File: src/rtl/gpo_pkg.sv
// rtl/gpo_pkg.sv - shared widths, word layout and dispatch state encoding
package gpo_pkg;

  localparam int TS_WIDTH         = 64;
  localparam int PAYLOAD_WIDTH    = 64;
  localparam int DATA_WIDTH       = TS_WIDTH + PAYLOAD_WIDTH;
  localparam int LATE_COUNT_WIDTH = 16;

  // Queue word: timestamp in the upper half, payload in the lower half.
  typedef struct packed {
    logic [TS_WIDTH-1:0]      ts;
    logic [PAYLOAD_WIDTH-1:0] payload;
  } gpo_word_t;

  // IDLE: queue empty or timeline stopped. ARMED: head valid and running.
  typedef enum logic {
    DISP_IDLE  = 1'b0,
    DISP_ARMED = 1'b1
  } disp_state_t;

endpackage

File: src/rtl/gpo_sync_fifo.sv
// rtl/gpo_sync_fifo.sv - synchronous first-word-fall-through FIFO with registered head
module gpo_sync_fifo #(
  parameter int WIDTH = 128,
  parameter int DEPTH = 16,
  localparam int AW   = $clog2(DEPTH),
  localparam int CW   = AW + 1
) (
  input  logic             clk_i,
  input  logic             rst_i,
  input  logic             push_i,
  input  logic [WIDTH-1:0] data_i,
  input  logic             pop_i,
  output logic [WIDTH-1:0] head_o,
  output logic             valid_o,
  output logic             full_o,
  output logic [CW-1:0]    count_o
);

  localparam logic [CW-1:0] FULL_CNT = CW'(DEPTH);

  logic [WIDTH-1:0] mem_q [DEPTH];
  logic [AW-1:0]    wr_ptr_q, wr_ptr_d;
  logic [AW-1:0]    rd_ptr_q, rd_ptr_d;
  logic [CW-1:0]    count_q, count_d;
  logic             do_push;
  logic             do_pop;

  // A pop frees a slot in the same cycle, so a push into a full queue is
  // still accepted when paired with a pop.
  always_comb begin
    do_pop   = pop_i && (count_q != '0);
    do_push  = push_i && ((count_q != FULL_CNT) || do_pop);
    wr_ptr_d = do_push ? wr_ptr_q + AW'(1) : wr_ptr_q;
    rd_ptr_d = do_pop  ? rd_ptr_q + AW'(1) : rd_ptr_q;
    count_d  = count_q;
    if (do_push && !do_pop) begin
      count_d = count_q + CW'(1);
    end else if (do_pop && !do_push) begin
      count_d = count_q - CW'(1);
    end
  end

  // Pointer and occupancy registers; reset flushes the queue.
  always_ff @(posedge clk_i) begin
    if (rst_i) begin
      wr_ptr_q <= '0;
      rd_ptr_q <= '0;
      count_q  <= '0;
    end else begin
      wr_ptr_q <= wr_ptr_d;
      rd_ptr_q <= rd_ptr_d;
      count_q  <= count_d;
    end
  end

  // Storage array; contents are don't-care while the count excludes them.
  always_ff @(posedge clk_i) begin
    if (do_push) begin
      mem_q[wr_ptr_q] <= data_i;
    end
  end

  assign head_o  = mem_q[rd_ptr_q];
  assign valid_o = (count_q != '0);
  assign full_o  = (count_q == FULL_CNT);
  assign count_o = count_q;

endmodule

File: src/rtl/gpo_timed_dispatcher.sv
// rtl/gpo_timed_dispatcher.sv - timestamp-ordered event queue feeding the GPO core
module gpo_timed_dispatcher #(
  parameter int FIFO_DEPTH = 16,
  parameter int TS_WIDTH   = 64,
  parameter int DATA_WIDTH = 128
) (
  input  logic                                  CLK100MHZ,
  input  logic                                  reset,
  input  logic                                  write_en,
  input  logic [DATA_WIDTH-1:0]                 write_data,
  output logic                                  full,
  output logic                                  empty,
  output logic [$clog2(FIFO_DEPTH):0]           fifo_count,
  input  logic                                  counter_start,
  input  logic                                  counter_stop,
  input  logic                                  counter_clear,
  output logic [TS_WIDTH-1:0]                   counter_value,
  output logic                                  counter_matched,
  output logic [DATA_WIDTH-1:0]                 gpo_in,
  output logic                                  timestamp_error,
  output logic [gpo_pkg::LATE_COUNT_WIDTH-1:0]  late_count,
  output logic                                  overflow_error,
  input  logic                                  error_clear
);

  import gpo_pkg::*;

  localparam logic [LATE_COUNT_WIDTH-1:0] LATE_MAX = '1;

  logic [DATA_WIDTH-1:0]       head_data;
  logic                        head_valid;
  logic [TS_WIDTH-1:0]         head_ts;
  logic                        q_full;

  logic [TS_WIDTH-1:0]         counter_q, counter_d;
  logic                        run_q, run_d;
  logic                        matched_q;
  logic                        ts_err_q;
  logic [DATA_WIDTH-1:0]       gpo_q;
  logic [LATE_COUNT_WIDTH-1:0] late_cnt_q, late_cnt_d;
  logic                        ovf_q, ovf_d;

  disp_state_t                 disp_state;
  logic                        hit;
  logic                        late;
  logic                        pop;
  logic                        drop;

  gpo_sync_fifo #(
    .WIDTH (DATA_WIDTH),
    .DEPTH (FIFO_DEPTH)
  ) u_fifo (
    .clk_i   (CLK100MHZ),
    .rst_i   (reset),
    .push_i  (write_en),
    .data_i  (write_data),
    .pop_i   (pop),
    .head_o  (head_data),
    .valid_o (head_valid),
    .full_o  (q_full),
    .count_o (fifo_count)
  );

  assign head_ts = head_data[DATA_WIDTH-1 -: TS_WIDTH];

  // Dispatch decision: compare the head timestamp against the live timeline.
  always_comb begin
    disp_state = DISP_IDLE;
    hit        = 1'b0;
    late       = 1'b0;
    if (run_q && head_valid) begin
      disp_state = DISP_ARMED;
    end
    case (disp_state)
      DISP_ARMED: begin
        hit  = (head_ts == counter_q);
        late = (head_ts <  counter_q);
      end
      default: begin
        hit  = 1'b0;
        late = 1'b0;
      end
    endcase
    pop  = hit || late;
    drop = write_en && q_full && !pop;
  end

  // Next-state for the timeline, run flag and error bookkeeping.
  always_comb begin
    counter_d = counter_q;
    if (counter_clear) begin
      counter_d = '0;
    end else if (run_q) begin
      counter_d = counter_q + TS_WIDTH'(1);
    end

    run_d = run_q;
    if (counter_stop) begin
      run_d = 1'b0;
    end else if (counter_start) begin
      run_d = 1'b1;
    end

    // A new late event outranks a same-cycle clear.
    late_cnt_d = late_cnt_q;
    if (late) begin
      late_cnt_d = error_clear ? LATE_COUNT_WIDTH'(1)
                 : (late_cnt_q == LATE_MAX) ? late_cnt_q
                 : late_cnt_q + LATE_COUNT_WIDTH'(1);
    end else if (error_clear) begin
      late_cnt_d = '0;
    end

    ovf_d = ovf_q;
    if (drop) begin
      ovf_d = 1'b1;
    end else if (error_clear) begin
      ovf_d = 1'b0;
    end
  end

  // Registered timeline, strobes, dispatched word and error state.
  always_ff @(posedge CLK100MHZ) begin
    if (reset) begin
      counter_q  <= '0;
      run_q      <= 1'b0;
      matched_q  <= 1'b0;
      ts_err_q   <= 1'b0;
      gpo_q      <= '0;
      late_cnt_q <= '0;
      ovf_q      <= 1'b0;
    end else begin
      counter_q  <= counter_d;
      run_q      <= run_d;
      matched_q  <= hit;
      ts_err_q   <= late;
      if (hit) begin
        gpo_q <= head_data;
      end
      late_cnt_q <= late_cnt_d;
      ovf_q      <= ovf_d;
    end
  end

  assign full            = q_full;
  assign empty           = !head_valid;
  assign counter_value   = counter_q;
  assign counter_matched = matched_q;
  assign gpo_in          = gpo_q;
  assign timestamp_error = ts_err_q;
  assign late_count      = late_cnt_q;
  assign overflow_error  = ovf_q;

endmodule

File: config.mk
export PLATFORM = sky130hd
export DESIGN_NAME = gpo_timed_dispatcher
export DESIGN_NICKNAME = d
export VERILOG_FILES = /design/src/rtl/gpo_pkg.sv /design/src/rtl/gpo_sync_fifo.sv /design/src/rtl/gpo_timed_dispatcher.sv
export SDC_FILE = /design/constraint.sdc
export NUM_CORES = 2
export LEC_CHECK = 0
export ABC_AREA = 0
export BUFFER_PORTS_ARGS = -buffer_cell sky130_fd_sc_hd__buf_2
export CAP_MARGIN = 30
export CORE_MARGIN = 2
export CORE_UTILIZATION = 50
export CTS_CLUSTER_DIAMETER = 40
export CTS_CLUSTER_SIZE = 14
export DETAILED_ROUTE_END_ITERATION = 7
export PLACE_DENSITY = 0.68
export SLEW_MARGIN = 20
export SYNTH_ARGS = -nofsm -noshare
export SYNTH_HDL_FRONTEND = slang
export SYNTH_SLANG_ARGS = --single-unit
export TNS_END_PERCENT = 20
File: constraint.sdc
create_clock -name CLK100MHZ -period 21.4 [get_ports CLK100MHZ]
set_input_delay 0 -clock CLK100MHZ [delete_from_list [all_inputs] [get_ports CLK100MHZ]]
set_output_delay 0 -clock CLK100MHZ [all_outputs]
set_load 0.02 [all_outputs]
==> metrics list <==
* Unrepaired setup endpoints after global routing: no
- Synthesized netlist cell count: 4,185
- Routability congestion estimate: 0.8406
* Post-synth net total: 4,396
- Layout cell share with drive strength beyond 1: 0.3079
* Net count of the finished layout: 5,107
- Number of detailed-route iterations in the first pass: 5
* Cell variety after synth: between 50 and 60
- Endpoint kind of the worst setup timing path: flip-flop
* Die W: approximately 420 um
- Synth-to-Final Area Change: 18.68%
- Before CTS, the worst setup slack after placement is 12.19 ns.
- Vias post-DR: about 45k
* Post-synthesis instance area: approximately 0.087 sq mm
- Data on the critical path is required at its endpoint by 21.90 ns.
- On the final layout, the worst clock skew is 0.1051 ns.
* Crit Path Category: reg -> reg
- Remaining global-route overflow: 0
* Max-slew violation total from the final report: 0
- The count of nets left with antenna violations once routing finished came out at 0.
* Sequential cell area fraction in the yosys report: 0.7580
* TritonCTS buffer count: slightly below 300
* Clk pin slew, worst setup/hold paths: 0.06 ns
- Of the post-synthesis cell area, the dominant cell type holds 0.7054.
- Simple-gate share of the synthesized area: 0.03164
- Final cell count without fillers: 7,433
* Utilization of the core after routing: 0.5959
- Detailed Route Iter0 Violations: slightly above 5k
* Worst R2R Setup Slack: 12.37 ns
- Status: finished, final reports clean
- Vias per Instance: between 6 and 7
- Of the total synthesized cell area, the portion taken by full adders, half adders and majority gates is 0.01099.
* Clock insertion delay at the later pin of the skew report: roughly 0.94 ns
- Once placement completed, the tool counted placed cells totaling 6,737.
* First-pass GRT wire length: between 300,000 and 400,000 um
- Root cell of the clock tree: sky130_fd_sc_hd__clkbuf_16
* Commonest non-fill, non-tap cell in the layout: sky130_fd_sc_hd__edfxtp_1
* Number of global-route vias before repair: ~45k
- Number of buffers on the longest clock path: 4
- The compound-cell area share of the yosys netlist came to 0.01481.
* EDFF count, synth: 2,048
- By area the synthesized netlist is led by sky130_fd_sc_hd__edfxtp_1 (71%), sky130_fd_sc_hd__mux4_2 (16%), sky130_fd_sc_hd__dfxtp_1 (5.3%).
- Input and output buffers added on the ports amount to ~350.
* Count of yosys warnings during synthesis: 0
- WL per Instance: approximately 29 um
- Worst reg2reg path endpoint: u_fifo.mem_q[13][54]$_DFFE_PP_
- Summed over all layers, the routed wires come to 218,400 um.
* Worst setup margin: between 10 and 15 ns
* Max Cap Violations: 0
* Worst Max-Slew Pin Slew: 1.051 ns
* Static leakage: 32.82 nW
- The die covers 0.1777 sq mm.
* WP data arrival: between 9 and 10 ns
- In this run the tightest slew margin relative to its limit is 0.2991.
- Capture point of the worst path: u_fifo.mem_q[13][54]$_DFFE_PP_
* Worst Hold Class: in -> reg
- Total half-perimeter wirelength after legalization and detailed placement: 124,600 um
- Final setup violation count: 0
- Worst supply voltage drop on vdd: 0.00008337 V
- TritonCTS built the clock tree.
* Average cell area after synthesis: 20.83 sq um
- Based on the critical path, the design can be clocked at up to between 100 and 150 MHz.
- Largest net degree at the start of global routing: 134
* Number of DRC violations after detailed routing: 0
- Synth Area in XOR/XNOR: 0.007233
- Minimum clock period: 9.028 ns
- Number of cells on the worst reg-to-reg path: 16
- For this design the ratio of total power to cell area is 100.9 mW/mm^2.
- Along the worst path, the maximum fanout reaches 45.
* CORE AREA: 0.1736 sq mm
* Initial antenna violation count: 24
- Row generation in the floorplan step produced about 150 rows.
- By area, the combinational part of the netlist is dominated by multiplexers.
* All-layer global routing usage: 0.2458
- Startpoint types: flip-flop
- Die height: 421.6 um
- Top-Level Pins: 353
* Multiplexer share of the synthesized area: 0.1650
- Initial cell density of the core: 0.5021
- TritonCTS sink count: 2,277
- After routing, the total negative slack on setup checks comes to 0 ns.
- In this run, synthesis produced a sequential element count of 2,277.
- Post-route clock period utilization: 0.4219
* Primary flip-flop cell chosen by synthesis mapping: sky130_fd_sc_hd__edfxtp_1
- The number of gates resized after CTS was 0.
- Post-synthesis async set-or-reset flop share: 0
- Top cell type by total area after synthesis: sky130_fd_sc_hd__edfxtp_1
- The H-tree was split into 5 levels.
- In the layout the commonest cells are sky130_fd_sc_hd__edfxtp_1 (2,048), sky130_fd_sc_hd__mux4_2 (633), sky130_fd_sc_hd__buf_2 (351), sky130_fd_sc_hd__nand2_1 (300), sky130_fd_sc_hd__clkbuf_16 (296).
- Total Power Consumption: 0.01044 W
* Endpoints failing hold: 0
[worst max-delay path: stages (launching register included)]
cell,delay [ns]
sky130_fd_sc_hd__dfxtp_4,0.88
sky130_fd_sc_hd__buf_4,0.75
sky130_fd_sc_hd__buf_4,0.75
sky130_fd_sc_hd__mux4_2,0.58
sky130_fd_sc_hd__mux2i_1,0.17
sky130_fd_sc_hd__a21oi_1,0.18
sky130_fd_sc_hd__ha_1,0.41
sky130_fd_sc_hd__nand4_1,0.18
sky130_fd_sc_hd__nor4_1,0.66
sky130_fd_sc_hd__nand4_1,0.33
sky130_fd_sc_hd__nor2_4,0.22
sky130_fd_sc_hd__nor3_1,0.08
sky130_fd_sc_hd__a21boi_4,0.20
sky130_fd_sc_hd__nor2_2,0.52
sky130_fd_sc_hd__and3_4,0.87
sky130_fd_sc_hd__buf_4,0.88
sky130_fd_sc_hd__buf_4,0.80
[cell type report]
| type | instances | area, sq um |
|---|---|---|
| fill | 12230 | 70160 |
| sequential | 2277 | 66100 |
| multi-input combinational | 1631 | 20110 |
| clock buffer | 329 | 7571 |
| timing repair buffer | 623 | 4558 |
| tap | 2325 | 2909 |
| clock inverter | 171 | 1943 |
| inverter | 71 | 266.5 |
| antenna | 6 | 15.01 |
[layer usage]
metal	up-vias	routed length (um)	GRT usage
met3	356	15310	0.04386
li1	18630	-	-
met5	-	90	0
met4	16	6691	0.07832
met1	23700	88660	0.3425
met2	1919	107600	0.3986
[Yosys cell counts (all sizes together), types with 23 or more instances]
cell	n
nand2	300
nand3	39
nor3	23
inv	71
nor2	111
mux4	633
a21oi	177
and3	26
ha	75
nand4	38
edfxtp	2048
buf	66
clkbuf	140
dfxtp	229
xnor2	61
[cells by family after synthesis]
kind of cell | after synthesis
buffers and inverters | 277
adder cells (fa/ha/maj) | 76
AND/OR/NAND/NOR | 605
multiplexers | 646
flip-flops | 2277
XOR/XNOR | 72
AO/OA/AOI/OAI | 232
[state kept, by name, indices dropped and copies added, names as in the netlist, named ones only]
register	count
u_fifo.mem_q	2048
gpo_in	128
counter_value	64
late_count	16
u_fifo.count_o	5
u_fifo.rd_ptr_q	4
u_fifo.wr_ptr_q	4
counter_matched	1
overflow_error	1
run_q	1
timestamp_error	1
[through the flow]
step,hold WS [ns],instance area [sq um]
after detailed placement,0.1634,91920
after floorplan,0.07679,87180
after global placement,0.1664,91780
after CTS,0.0003678,103300
after global routing,0.03075,103500
final,0.04543,103500
[where the power goes]
| part | leakage, nW | internal (W) | switching, W | total (W) |
|---|---|---|---|---|
| Sequential | 20.3 | 0.00496 | 0.0000351 | 0.00499 |
| Combinational | 7.86 | 0.000280 | 0.000376 | 0.000656 |
| Clock | 4.62 | 0.00291 | 0.00188 | 0.00479 |
| Total | 32.8 | 0.00814 | 0.00230 | 0.0104 |
[worst min-delay path by stage]
stage	startpoint	endpoint	cells after the start
2_1_floorplan	counter_stop	run_q$_SDFFE_PP0P_	1
3_3_place_gp	counter_stop	run_q$_SDFFE_PP0P_	2
3_5_place_dp	counter_stop	run_q$_SDFFE_PP0P_	2
4_1_cts	write_data[60]	u_fifo.mem_q[0][60]$_DFFE_PP_	2
5_1_grt	write_data[31]	u_fifo.mem_q[13][31]$_DFFE_PP_	2
6_report	write_data[31]	u_fifo.mem_q[13][31]$_DFFE_PP_	2
[what timing repair did]
item / in CTS / in global routing
endpoints found under the hold margin: 2179 / 0
hold buffers: 182 / 0
setup buffers: 0 / 0
Note: power is estimated with default switching activity, not from simulation.
